==> src/rtl/seq_detect_fsm_if.sv <==
// Serial detector bus: sample stream, pattern load/control, and match status.
interface seq_detect_fsm_if #(
  parameter int unsigned W     = 4,
  parameter int unsigned CNT_W = 8
);
  logic             go;
  logic             valid;
  logic             pat_load;
  logic [W-1:0]     pat_in;
  logic             overlap;
  logic             clr_cnt;
  logic             op;
  logic [CNT_W-1:0] match_cnt;
  logic             armed;

  modport master (
    output go, valid, pat_load, pat_in, overlap, clr_cnt,
    input  op, match_cnt, armed
  );

  modport slave (
    input  go, valid, pat_load, pat_in, overlap, clr_cnt,
    output op, match_cnt, armed
  );
endinterface

==> src/rtl/seq_detect_fsm.sv <==
// Loadable W-bit serial pattern detector with overlap mode and a saturating match counter.
module seq_detect_fsm #(
  parameter int unsigned W     = 4,
  parameter int unsigned CNT_W = 8
) (
  input logic               clk,
  input logic               reset,
  seq_detect_fsm_if.slave   bus
);

  localparam int unsigned FILL_W = $clog2(W + 1);

  localparam logic [1:0] IDLE = 2'd0;
  localparam logic [1:0] HUNT = 2'd1;
  localparam logic [1:0] HIT  = 2'd2;

  localparam logic [FILL_W-1:0] FILL_FULL = FILL_W'(W);
  localparam logic [CNT_W-1:0]  CNT_MAX   = {CNT_W{1'b1}};

  // Out-of-range pattern widths fail elaboration on an undefined module.
  generate
    if (W < 2 || W > 16) begin : g_bad_w
      seq_detect_fsm_illegal_width u_illegal_width ();
    end
  endgenerate

  logic [1:0]        st, st_n;
  logic [W-1:0]      pat, pat_n;
  logic [W-1:0]      hist, hist_n;
  logic [FILL_W-1:0] fill, fill_n;
  logic [CNT_W-1:0]  cnt, cnt_n;
  logic              op_q;
  logic              armed_q;

  logic [W-1:0]      hist_shift;
  logic [FILL_W-1:0] fill_inc;
  logic              sample;
  logic              match;

  // Candidate history/fill for the current sample and the match decision.
  always_comb begin
    hist_shift = {hist[W-2:0], bus.go};
    fill_inc   = (fill == FILL_FULL) ? FILL_FULL : fill + FILL_W'(1);
    sample     = ((st == HUNT) || (st == HIT)) && bus.valid && !bus.pat_load;
    match      = sample && (fill_inc == FILL_FULL) && (hist_shift == pat);
  end

  // Next-state and datapath update; pat_load overrides any sample.
  always_comb begin
    st_n   = st;
    pat_n  = pat;
    hist_n = hist;
    fill_n = fill;

    case (st)
      IDLE: begin
        if (bus.pat_load) begin
          pat_n  = bus.pat_in;
          hist_n = '0;
          fill_n = '0;
          st_n   = HUNT;
        end
      end

      HUNT, HIT: begin
        if (bus.pat_load) begin
          pat_n  = bus.pat_in;
          hist_n = '0;
          fill_n = '0;
          st_n   = HUNT;
        end else begin
          st_n = HUNT;
          if (bus.valid) begin
            hist_n = hist_shift;
            fill_n = fill_inc;
          end
          if (match) begin
            st_n   = HIT;
            fill_n = bus.overlap ? FILL_FULL : '0;
          end
        end
      end

      default: begin
        st_n = IDLE;
      end
    endcase
  end

  // Match counter: clear wins over increment but a coincident match leaves one.
  always_comb begin
    cnt_n = cnt;
    if (bus.clr_cnt) begin
      cnt_n = match ? CNT_W'(1) : '0;
    end else if (match && (cnt != CNT_MAX)) begin
      cnt_n = cnt + CNT_W'(1);
    end
  end

  always_ff @(posedge clk or posedge reset) begin
    if (reset) begin
      st      <= IDLE;
      pat     <= '0;
      hist    <= '0;
      fill    <= '0;
      cnt     <= '0;
      op_q    <= 1'b0;
      armed_q <= 1'b0;
    end else begin
      st      <= st_n;
      pat     <= pat_n;
      hist    <= hist_n;
      fill    <= fill_n;
      cnt     <= cnt_n;
      op_q    <= (st_n == HIT);
      armed_q <= (st_n != IDLE);
    end
  end

  assign bus.op        = op_q;
  assign bus.match_cnt = cnt;
  assign bus.armed     = armed_q;

endmodule

==> src/flat_wrapper.sv <==
// flat-port wrapper written by rule: the top's interface ports become plain ports
module seq_detect_fsm_flat 
#(
  parameter int unsigned W     = 4,
  parameter int unsigned CNT_W = 8
)
  (clk, reset, bus_go, bus_valid, bus_pat_load, bus_pat_in, bus_overlap, bus_clr_cnt, bus_op, bus_match_cnt, bus_armed);
  seq_detect_fsm_if #(.W(W), .CNT_W(CNT_W)) bus_i ();
  input logic clk;
  input logic reset;
  input wire logic [$bits(bus_i.go)-1:0] bus_go;
  input wire logic [$bits(bus_i.valid)-1:0] bus_valid;
  input wire logic [$bits(bus_i.pat_load)-1:0] bus_pat_load;
  input wire logic [$bits(bus_i.pat_in)-1:0] bus_pat_in;
  input wire logic [$bits(bus_i.overlap)-1:0] bus_overlap;
  input wire logic [$bits(bus_i.clr_cnt)-1:0] bus_clr_cnt;
  output wire logic [$bits(bus_i.op)-1:0] bus_op;
  output wire logic [$bits(bus_i.match_cnt)-1:0] bus_match_cnt;
  output wire logic [$bits(bus_i.armed)-1:0] bus_armed;
  assign bus_i.go = bus_go;
  assign bus_i.valid = bus_valid;
  assign bus_i.pat_load = bus_pat_load;
  assign bus_i.pat_in = bus_pat_in;
  assign bus_i.overlap = bus_overlap;
  assign bus_i.clr_cnt = bus_clr_cnt;
  assign bus_op = bus_i.op;
  assign bus_match_cnt = bus_i.match_cnt;
  assign bus_armed = bus_i.armed;
  seq_detect_fsm #(.W(W), .CNT_W(CNT_W)) u_core (.clk(clk), .reset(reset), .bus(bus_i));
endmodule
==> config.mk <==
export PLATFORM = sky130hd
export DESIGN_NAME = seq_detect_fsm_flat
export DESIGN_NICKNAME = d
export VERILOG_FILES = /design/src/rtl/seq_detect_fsm_if.sv /design/src/rtl/seq_detect_fsm.sv /design/src/flat_wrapper.sv
export SDC_FILE = /design/constraint.sdc
export NUM_CORES = 1
export LEC_CHECK = 0
export BUFFER_PORTS_ARGS = -buffer_cell sky130_fd_sc_hd__buf_2
export CAP_MARGIN = 10
export CORE_AREA = 8 8 59 61
export DETAILED_ROUTE_END_ITERATION = 16
export DIE_AREA = 0 0 67 69
export MAX_ROUTING_LAYER = met4
export PLACE_DENSITY_LB_ADDON = 0.3
export SYNTH_ARGS = -nofsm -noshare
export SYNTH_HDL_FRONTEND = slang
export SYNTH_SLANG_ARGS = --single-unit
==> constraint.sdc <==
create_clock -name clk -period 1.7 [get_ports clk]
set_input_delay 0.17 -clock clk [delete_from_list [all_inputs] [get_ports clk]]
set_output_delay 0.17 -clock clk [all_outputs]
set_load 0.05 [all_outputs]
## Word level (Yosys, flattened, before mapping)

Index checks and enable logic that the tools add are counted.

- Bits in registers: 22
- Output and inout bits: 10

- Add/subtract/negate cells: 2
- Equal/unequal tests: 10
- Muxes and demuxes: 18
- Reductions and logical operators: 16

Operators with widths:

| operator | count |
|---|---|
| 2-to-1 mux 3 bit | 9 |
| 2-to-1 mux 8 bit | 2 |
| case mux 3 bit (2 select lines) | 2 |
| adder 8 x 1 -> 8 bit (second input constant) | 1 |
| != test 8 bit (second input constant) | 1 |
| == test 3 bit (second input constant) | 2 |
| 2-to-1 mux 2 bit | 3 |
| AND reduction 3 bit | 2 |
| nonzero test 2 bit | 3 |
| logical AND 1 bit | 5 |
| == test 2 bit (second input constant) | 2 |
| == test 4 bit | 1 |
| != test 4 x 3 -> 1 bit (second input constant) | 1 |
| case mux 2 bit (2 select lines) | 1 |
| adder 3 x 1 -> 3 bit (second input constant) | 1 |
| != test 3 bit (second input constant) | 1 |
| OR reduction 3 bit | 1 |
| == test 2 x 1 -> 1 bit (second input constant) | 1 |
| zero test 2 bit | 1 |
| != test 2 bit (second input constant) | 1 |
| AND reduction 2 bit | 1 |
| OR reduction 2 bit | 1 |
| zero test 1 bit | 1 |
| logical OR 1 bit | 1 |
| 2-to-1 mux 1 bit | 1 |

## Depth between registers and ports, before layout

Gate-level depths: netlist of the first run.

- Depth after elaboration: 10
- Depth in mapped cells: 8

## Least setup slack after synthesis of the first run

No wires, ideal clock.

- Kind: reg-to-reg
- Start point: register u_core.cnt[0], in the netlist u_core.bus.match_cnt[0]
- End point: register u_core.cnt[3], in the netlist u_core.bus.match_cnt[3]
- Data arrival time: 1825 ps
- Required time: 1575 ps
- Setup slack: -250 ps
- Cell stages (with the launch flop): 6
- Path buffers: 0
- Path through: dfrtp_1 -> ha_1 -> nand3_1 -> nor3_2 -> nor3b_1 -> mux2_2

- Cells in the longest elaborated chain, start to end: 3

Ends and longest elaborated chain:

| what | RTL line | source |
|---|---|---|
| from (decl) | seq_detect_fsm.sv:31 | `logic [CNT_W-1:0] cnt, cnt_n;` |
| from (signal assigned) | seq_detect_fsm.sv:114 | `cnt <= cnt_n;` |
| adder 8 x 1 -> 8 bit or != test 8 bit (tied branches) | seq_detect_fsm.sv:96, seq_detect_fsm.sv:95 |  |
| 2-to-1 mux 8 bit or logical AND 1 bit (tied branches) | seq_detect_fsm.sv:95 | `end else if (match && (cnt != CNT_MAX)) begin` |
| 2-to-1 mux 8 bit or nonzero test 2 bit (tied branches) | -- |  |

Parallel ways exist; a longest one is shown, timed or not. The select of a mux whose other input is x is not followed.
A chain may end at the register's enable or synchronous reset.

## Worst setup path after layout of the first run

- Start point: register u_core.fill[0]
- End point: register u_core.cnt[6], in the netlist u_core.bus.match_cnt[6]

- Cells in the longest elaborated chain, start to end: 7

Ends and longest elaborated chain:

| what | RTL line | source |
|---|---|---|
| from (decl) | seq_detect_fsm.sv:30 | `logic [FILL_W-1:0] fill, fill_n;` |
| from (signal assigned) | seq_detect_fsm.sv:113 | `fill <= fill_n;` |
| adder 3 x 1 -> 3 bit or == test 3 bit (tied branches) | seq_detect_fsm.sv:43 | `fill_inc = (fill == FILL_FULL) ? FILL_FULL : fill + FILL_W'(1);` |
| 2-to-1 mux 3 bit * | seq_detect_fsm.sv:43 |  |
| == test 3 bit * | seq_detect_fsm.sv:45 | `match = sample && (fill_inc == FILL_FULL) && (hist_shift == pat);` |
| logical AND 1 bit * (2 in a row) | seq_detect_fsm.sv:45 |  |
| logical AND 1 bit * | seq_detect_fsm.sv:95 |  |
| nonzero test 2 bit (no source line) * | -- |  |

Mark *: on every way between the ends. The rest lies on a longest branch, timed or not.

==> results of run 1 <==
layout make-up:
| type | instances | area share, % |
|---|---|---|
| sequential | 22 | 34.13 |
| inverter | 11 | 2.537 |
| clock buffer | 4 | 1.614 |
| multi-input combinational | 86 | 44.04 |
| timing repair buffer | 39 | 15.30 |
| tap | 31 | 2.383 |
cell usage in the layout, fill, tap and decap left out, drive strengths merged:
cell	n
dlygate4sd3	1
o21ai	8
and4	1
nand3	6
a31oi	1
o21ba	1
mux2i	1
a21oi	10
mux2	5
nor3b	2
o211ai	1
nor3	3
a211oi	1
xnor2	3
o41ai	1
o211a	1
nand4	2
ha	5
inv	11
nand3b	1
and3	2
a32oi	3
dfrtp	22
nand2b	3
nor2b	1
o32ai	1
buf	38
o31ai	3
or4	4
clkbuf	4
nor2	7
xor2	1
nand2	7
and2b	1
through the flow:
stage | total power [mW] | hold slack [ns] | setup slack (ns)
global route | 1.626 | 0.07577 | -0.1427
detailed placement | 1.200 | 0.2277 | -0.08614
floorplan | 1.023 | 0.1589 | -0.02105
CTS | 1.518 | 0.08192 | -0.06886
global placement | 1.180 | 0.2156 | -0.05039
finish | 1.520 | 0.09332 | -0.06538
cell families after synthesis:
group           after synthesis  synth area share, %
simple gates                 38                18.87
compound gates               31                17.42
flops                        22                45.88
buf+inv                      13                4.170
mux                           6                5.526
fa+ha+maj                     5                5.214
xor+xnor                      4                2.920
Yosys cell counts, types with 2 or more instances:
cell type / number / area [sq um]
nor3b_1: 2 / 15.01
a21oi_1: 9 / 45.04
ha_1: 5 / 62.56
xnor2_1: 3 / 26.28
nand3_1: 4 / 20.02
a32oi_1: 3 / 26.28
dfrtp_1: 22 / 550.5
nor2_1: 7 / 26.28
o21ai_0: 8 / 40.04
nand4_1: 2 / 12.51
o31ai_1: 3 / 22.52
inv_1: 11 / 41.29
or4_1: 4 / 30.03
and3_1: 2 / 12.51
mux2_2: 5 / 56.30
nand2_1: 7 / 26.28
nand2b_1: 3 / 18.77
sequential cells by signal, summed over array words and instances (netlist names):
signal / cells
u_core.fill: 3
u_core.bus.match_cnt: 8
u_core.bus.armed: 1
u_core.bus.op: 1
u_core.hist: 3
u_core.pat: 4
u_core.st: 2
power groups by stage:
stage | sequential (mW) | clock, mW | combinational, mW
2_1_floorplan | 0.680 | 0 | 0.343
3_3_place_gp | 0.647 | 0 | 0.533
3_5_place_dp | 0.653 | 0 | 0.547
4_1_cts | 0.640 | 0.265 | 0.613
5_1_grt | 0.650 | 0.287 | 0.689
6_report | 0.641 | 0.250 | 0.629
worst min path at each step:
| stage | end | slack [ns] | depth (start not counted) |
|---|---|---|---|
| 6_report | u_core.pat[3] | 0.09 | 2 |
| 5_1_grt | u_core.pat[3] | 0.08 | 2 |
| 4_1_cts | u_core.pat[3] | 0.08 | 2 |
| 3_5_place_dp | u_core.bus.match_cnt[4] | 0.23 | 3 |
| 3_3_place_gp | u_core.bus.match_cnt[6] | 0.22 | 3 |
| 2_1_floorplan | u_core.bus.armed | 0.16 | 1 |
routing by layer:
layer / wire (microns) / vias to the layer above / GRT usage [%]
met1: 1266 / 525 / 15.83
met4: 93 / 0 / 9.535
met2: 1465 / 23 / 19.57
met3: 106 / 7 / 2.585
met5: 0 / - / -
li1: - / 522 / -
timing repair:
action                                  4_1_cts  5_1_grt
hold endpoints to repair                     22        0
pin swaps                                     2        1
gates resized for setup                       5        7
setup buffers                                 4        2
endpoints found under the setup margin        7       13
cloned                                        1        1
hold buffers                                  1        0
==> metrics, run 1 <==
initial core utilization 45.89%; initial antenna violation count 0; end point of the critical path u_core.bus.match_cnt[6]; PortBufs 20; Crit Path Class reg -> reg; Final period util 103.8%; WP buf/inv 2; post-route setup slack -0.06538 ns; Syn Area/Cell 10.08 sq um; CTS tree built; failing checks negative setup slack; Worst Path Max Fanout 7; Worst VDD drop 0.6440 mV; gr usage total 13.39%; crit path launch type register; Post-Syn Instances 119; outcome complete, but fails checks; Placed Cells 180; FF+latch count, synth 22; synthesized area 1200 sq um; Comb pwr share 41.4%; crit path capture type register; CP max stage cell dfrtp_1; RSZ-0062 raised after global routing yes; Sw Ratio 34.27%; Main synth FF type dfrtp_1; largest net degree at the start of global routing 23; vias per inst 5.580; Psw 0.5211 mW; Yosys Warn Count 0; die area 4623 sq um; Pwr Density 934.1 nW/um^2; clock network power share 16.4%; Routed Antenna Nets 0; worst slew pin tran 0.3618 ns; Sequential Power Share 42.2%; H-Tree Depth 1; max-slew violations 0; Total Wirelength 2931 microns; CP delay by family, top compound AO/OA/AOI/OAI gates; CTS Buf Count 3; first-pass GRT wire length 4795 microns; IO Count 21; Data required, critical path 1.91 ns; layout cells sized above 1 45.68%; Clock Skews 0.01313 ns; area of the multi-input gates 716.9 sq um; static leakage 0.7118 nW; Synth-to-Final Area Change 35.66%; antenna cells 0; Final nets 179; Worst setup startpoint u_core.fill[0]; WL/cell 15.19 microns; Hold WC Path Type in -> reg; # fillers 228; fraction of registers with async set/reset 100.0%; GPL Wtd Cong 0.8066; CP Data Arrival Time 1.97 ns; via count 1,077; post-DP HPWL 1998 microns; Final Hold Vio Count 0; placed cell areas 1480 sq um; post-layout minimum cycle time 1.765 ns; CTS max path bufs 2; Site Rows 19; relative slew slack 75.80%; vias in the first global route 1,113; Max stage delay on crit path 0.42 ns; Reg area 555.5 sq um; Initial DRC Count 29; cells along the critical path inv_2, ha_4, nand2b_4, a21oi_4, nand3_2, buf_6, o41ai_2, a21oi_1; drt first pass iters 4; clk slew on worst S/H paths 0.13 ns; Worst R2R End u_core.bus.match_cnt[6]; EDFF count, synth 0; Finished Core Util 62.25%; # clock sinks 22; final setup vio count 5; hold path start bus_pat_in[3]; R2R setup slack -0.07 ns; gr ovfl total 0; Max-Cap Viols 0; Die Span Y 69 microns; Final Non-Filler Cells 193; core box area 2615 sq um; DRC 0; TNS Setup -0.2862 ns; CTS Root Cell clkbuf_4; Chip Width 67 microns; clk_lat worst skew 0.31 ns; worst reg2reg path depth 8; design internal power 0.9994 mW; post-synth cell types 36; Reg-to-Reg Start u_core.fill[0]; sequential fraction of the synthesis area 45.88%; post-route design area 1628 sq um; Peak Freq 566.5 MHz; Worst path depth 8; Syn Nets 135
Note: power is estimated with default switching activity, not from simulation.
==> run 2, diff against run 1 <==
BUFFER_PORTS_ARGS = -buffer_cell sky130_fd_sc_hd__buf_4   (was -buffer_cell sky130_fd_sc_hd__buf_2)
==> run 2 against run 1 <==
Effect of this change:
- the run still ends with negative setup slack left
- cell area rose by 4.8%
- utilization rose by 3.0 points
- non-clock buffer count rose by 2
- die area did not move
- routed wire length rose by 7.7%
==> metrics, run 2 (synthesized netlist as in run 1, its figures left out) <==
outcome complete, but fails checks; failing checks negative setup slack; worst slew pin tran 0.4838 ns (+0.1220 ns); Sequential Power Share 41.3% (-0.9 points); post-layout minimum cycle time 1.811 ns (+0.04527 ns); Total Wirelength 3156 microns (+7.7%); TNS Setup -0.4930 ns (-0.2068 ns); crit path capture type register; initial core utilization 45.89% (unchanged); Site Rows 19 (unchanged); design internal power 1.017 mW (+1.8%); final setup vio count 6 (+1); Sw Ratio 35.00% (+0.73 points); Data required, critical path 1.96 ns (+0.05 ns); cells along the critical path inv_2, ha_4, nand2b_4, a21oi_4, nand3_4, or4_1, a21oi_1; Chip Width 67 microns (unchanged); CP Data Arrival Time 2.07 ns (+0.10 ns); relative slew slack 67.71% (-8.1 points); clk slew on worst S/H paths 0.13 ns (about the same); Routed Antenna Nets 0 (unchanged); clk_lat worst skew 0.32 ns (about the same); flip-flop count of the largest register after layout 8 (unchanged); gr ovfl total 0 (unchanged); GPL Wtd Cong 0.7888 (-2.2%); core box area 2615 sq um (unchanged); first-pass GRT wire length 5188 microns (+8.2%); Max stage delay on crit path 0.43 ns (about the same); commonest non-fill, non-tap cells in the layout buf_4 (39), dfrtp_1 (18), a21oi_1 (9); WHS 0.07189 ns (-0.02143 ns); via count 1,108 (+2.9%); Worst VDD drop 0.8099 mV (+26%); Worst Path Max Fanout 5 (-2); Initial DRC Count 31 (+6.9%); vias in the first global route 1,164 (+4.6%); max-slew violations 0 (unchanged); Final Hold Vio Count 0 (unchanged); Crit Path Class reg -> reg; antenna cells 0 (unchanged); largest net degree at the start of global routing 14 (-39%); IO Count 21 (unchanged); Hold WC Path Type in -> reg; die area 4623 sq um (unchanged); commonest non-fill, non-tap cell in the layout buf_4; Peak Freq 552.3 MHz (-2.5%); CTS max path bufs 2 (unchanged); Comb pwr share 42.1% (+0.7 points); gr usage total 14.18% (+0.79 points); RSZ-0062 raised after global routing yes; Synth-to-Final Area Change 42.23%; # clock sinks 22 (unchanged); H-Tree Depth 1 (unchanged); post-route design area 1707 sq um (+4.8%); CP max stage cell dfrtp_1; PortBufs 20 (unchanged); placed cell areas 1538 sq um (+3.9%); Max-Cap Viols 0 (unchanged); WL/cell 16.18 microns (+6.6%); initial antenna violation count 0 (unchanged); Die Span Y 69 microns (unchanged); crit path launch type register; layout cells sized above 1 45.73% (+0.053 points); Pwr Density 916.9 nW/um^2 (-1.8%); CTS Root Cell clkbuf_4; CTS tree built; drt first pass iters 5 (+1); vias per inst 5.682 (+1.8%); DRC 0 (unchanged); Final nets 181 (+1.1%); post-route setup slack -0.1107 ns (-0.04527 ns); Psw 0.5476 mW (+5.1%); clock network power share 16.7% (+0.3 points); static leakage 0.7342 nW (+3.1%); Clock Skews 0.008462 ns (-0.004671 ns); post-DP HPWL 2176 microns (+8.9%); CTS Buf Count 3 (unchanged); Final period util 106.5% (+2.7 points)
==> run 2: critical path, delay by kind of cell (launching register included) <==
family / cells / cell delay, ns
AND/OR/NAND/NOR: 3 / 0.67
flip-flops: 1 / 0.43
AO/OA/AOI/OAI: 2 / 0.37
adder cells (fa/ha/maj): 1 / 0.20
buffers and inverters: 1 / 0.09
==> run 2: area by class of cell <==
type / instances / area, sq um
Clock buffer: 4 / 26.28
Fill cell: 199 / 908.4
Inverter: 11 / 41.29
Multi-Input combinational cell: 86 / 730.7
Sequential cell: 22 / 555.5
Tap cell: 31 / 38.79
Timing Repair Buffer: 41 / 314.1
==> run 2: metrics by stage <==
| stage | util (%) | cells | worst slack [ns] | power (mW) |
|---|---|---|---|---|
| floorplan | - | 119 | -0.02105 | 1.023 |
| global placement | 58.80 | 181 | -0.05678 | 1.195 |
| detailed placement | 58.80 | 181 | -0.1333 | 1.231 |
| CTS | 62.92 | 193 | -0.08337 | 1.561 |
| global route | 65.26 | 195 | -0.1915 | 1.662 |
| finish | 65.26 | 195 | -0.1107 | 1.565 |
==> run 2: repair_timing <==
action                                 CTS  global route
endpoints found under the hold margin   12             0
setup buffers                            6             1
resized for setup                        5             8
setup endpoints to repair                8            11
pin swaps                                2             1
hold buffers                             1             0
gates cloned                             1             1
==> run 2: power by group through the flow <==
stage	combinational, mW	clock, mW	sequential, mW
2_1_floorplan	0.343	0	0.680
3_3_place_gp	0.548	0	0.647
3_5_place_dp	0.577	0	0.654
4_1_cts	0.653	0.262	0.646
5_1_grt	0.723	0.284	0.655
6_report	0.659	0.261	0.646
==> run 2: layer usage <==
layer / routed length (microns) / GRT usage (%) / vias to the layer above
met4: 76 / 4.186 / 0
met2: 1635 / 23.30 / 31
met5: 0 / - / -
li1: - / - / 526
met1: 1318 / 16.89 / 542
met3: 126 / 2.746 / 9
==> run 2: worst paths after layout <==
kind                            slack (ns)                 endpoint      startpoint  cells past startpoint
worst max register to register       -0.11  u_core.bus.match_cnt[4]  u_core.fill[0]                      7
worst min-delay path                  0.07  u_core.bus.match_cnt[7]     bus_clr_cnt                      2
worst min register to register        0.55            u_core.pat[3]   u_core.pat[3]                      1
min in group asynchronous             0.41  u_core.bus.match_cnt[7]           reset                      3
max in group asynchronous             0.76           u_core.hist[2]           reset                      4
worst max-delay path                 -0.11  u_core.bus.match_cnt[4]  u_core.fill[0]                      7
==> run 3, diff against run 2 <==
MAX_ROUTING_LAYER = unset   (was met4)
==> run 3 against run 2 <==
Effect of this change:
- the flow still finishes with violations (negative setup slack)
- cell area stayed put
- die area stayed put
- sequential power hardly changed
- power hardly changed
- worst setup slack hardly changed
- worst hold slack worse by 0.00052 ns
- via count is 1.1% higher
- fmax hardly changed
- highest routed layer unchanged
- count of clock-buffer cells in the layout stayed put
==> metrics, run 3 (synthesized netlist as in run 1, its figures left out) <==
pre-CTS WS -0.1333 ns (unchanged); crit path capture type register; CP Data Arrival Time 2.07 ns (about the same); Hold WC Path Type in -> reg; Total Wirelength 3148 microns (-0.25%); Data required, critical path 1.96 ns (about the same); via count 1,120 (+1.1%); core box area 2615 sq um (unchanged); max-slew violations 0 (unchanged); Max-Cap Viols 0 (unchanged); Routed Antenna Nets 0 (unchanged); clk slew on worst S/H paths 0.13 ns (about the same); die area 4623 sq um (unchanged); # clock sinks 22 (unchanged); Site Rows 19 (unchanged); static leakage 0.7342 nW (unchanged); H-Tree Depth 1 (unchanged); vias in the first global route 1,160 (-0.34%); initial core utilization 45.89% (unchanged); post-layout minimum cycle time 1.811 ns (-0.00001000 ns); Peak Freq 552.3 MHz (about the same); CTS Buf Count 3 (unchanged); Initial DRC Count 27 (-13%); Worst Path Max Fanout 5 (unchanged); PortBufs 20 (unchanged); Die Span Y 69 microns (unchanged); crit path launch type register; Reg-to-Reg Start u_core.fill[0]; Clock Skews 0.006942 ns (-0.001520 ns); Final period util 106.5% (about the same); CTS tree built; GPL Wtd Cong 0.7782 (-1.3%); commonest non-fill, non-tap cell in the layout buf_4; post-route setup slack -0.1106 ns (+0.00001000 ns); final setup vio count 7 (+1); commonest non-fill, non-tap cells in the layout buf_4 (39), dfrtp_1 (18), a21oi_1 (9); Final nets 181 (unchanged); DRC 0 (unchanged); post-DP HPWL 2176 microns (unchanged); CTS Root Cell clkbuf_4; failing checks negative setup slack; layout cells sized above 1 45.73% (unchanged); Overall Power 1.564 mW (about the same); first-pass GRT wire length 5181 microns (-0.13%); Chip Width 67 microns (unchanged); relative slew slack 67.65% (about the same); vias per inst 5.744 (+1.1%); RSZ-0062 raised after global routing yes; worst reg2reg path depth 7 (unchanged); Synth-to-Final Area Change 42.23% (unchanged); CTS max path bufs 2 (unchanged); Worst VDD drop 0.8090 mV (-0.11%); gr ovfl total 0 (unchanged); Worst setup startpoint u_core.fill[0]; IO Count 21 (unchanged); drt first pass iters 4 (-1); Pwr Density 916.5 nW/um^2 (about the same); Finished Core Util 65.26% (unchanged); end point of the critical path u_core.bus.match_cnt[4]; Worst R2R End u_core.bus.match_cnt[4]; outcome complete, but fails checks; antenna cells 0 (unchanged); initial antenna violation count 0 (unchanged); WHS 0.07137 ns (-0.0005169 ns); largest net degree at the start of global routing 14 (unchanged); Crit Path Class reg -> reg; R2R setup slack -0.11 ns (about the same); WL/cell 16.14 microns (-0.25%); clk_lat worst skew 0.32 ns (about the same); Final Hold Vio Count 0 (unchanged); TNS Setup -0.4921 ns (+0.0008680 ns); flip-flop count of the largest register after layout 8 (unchanged); worst hold stages 2 (unchanged); worst slew pin tran 0.4848 ns (+0.0009478 ns); gr usage total 13.82% (-0.37 points)
[run 3: through the flow]
stage	instances	area, sq um
global placement	181	1538
detailed placement	181	1538
CTS	193	1645
finish	195	1707
floorplan	119	1262
global route	195	1707
[run 3: repair_timing]
action	in CTS	in global routing
endpoints found under the hold margin	12	0
pin swaps	2	1
gates cloned	1	1
buffers inserted	6	1
endpoints found under the setup margin	8	11
hold buffers	1	0
gates resized for setup	5	8
[run 3: area by class of cell]
cell class	count	area, sq um
Multi-Input combinational cell	86	730.7
Timing Repair Buffer	41	314.1
Fill cell	199	908.4
Inverter	11	41.29
Clock buffer	4	26.28
Sequential cell	22	555.5
Tap cell	31	38.79
[run 3: how the worst min path moves through the flow]
stage	start	end
floorplan	reset	u_core.bus.armed
global placement	reset	u_core.bus.match_cnt[6]
detailed placement	reset	u_core.bus.match_cnt[7]
CTS	bus_clr_cnt	u_core.bus.match_cnt[2]
global route	bus_clr_cnt	u_core.bus.match_cnt[7]
finish	bus_clr_cnt	u_core.bus.match_cnt[7]
[run 3: layer usage]
layer  track usage [%]  vias to the layer above  routed length (microns)
met2             23.30                       34                     1652
li1                  -                      527                        -
met1             16.89                      550                     1290
met4             4.186                        0                       67
met3             2.746                        9                      138
met5                 0                        -                        0
[run 3: worst max-delay path, stage by stage, from the launching register on]
cell and delay (ns):
dfrtp_1 0.43, inv_2 0.09, ha_4 0.20, nand2b_4 0.14, a21oi_4 0.21, nand3_4 0.12
or4_1 0.41, a21oi_1 0.16
[run 3: power by group]
group | total [mW] | switching, mW | internal [mW]
sequential | 0.645 | 0.0567 | 0.589
clock | 0.260 | 0.168 | 0.0919
combinational | 0.659 | 0.322 | 0.337
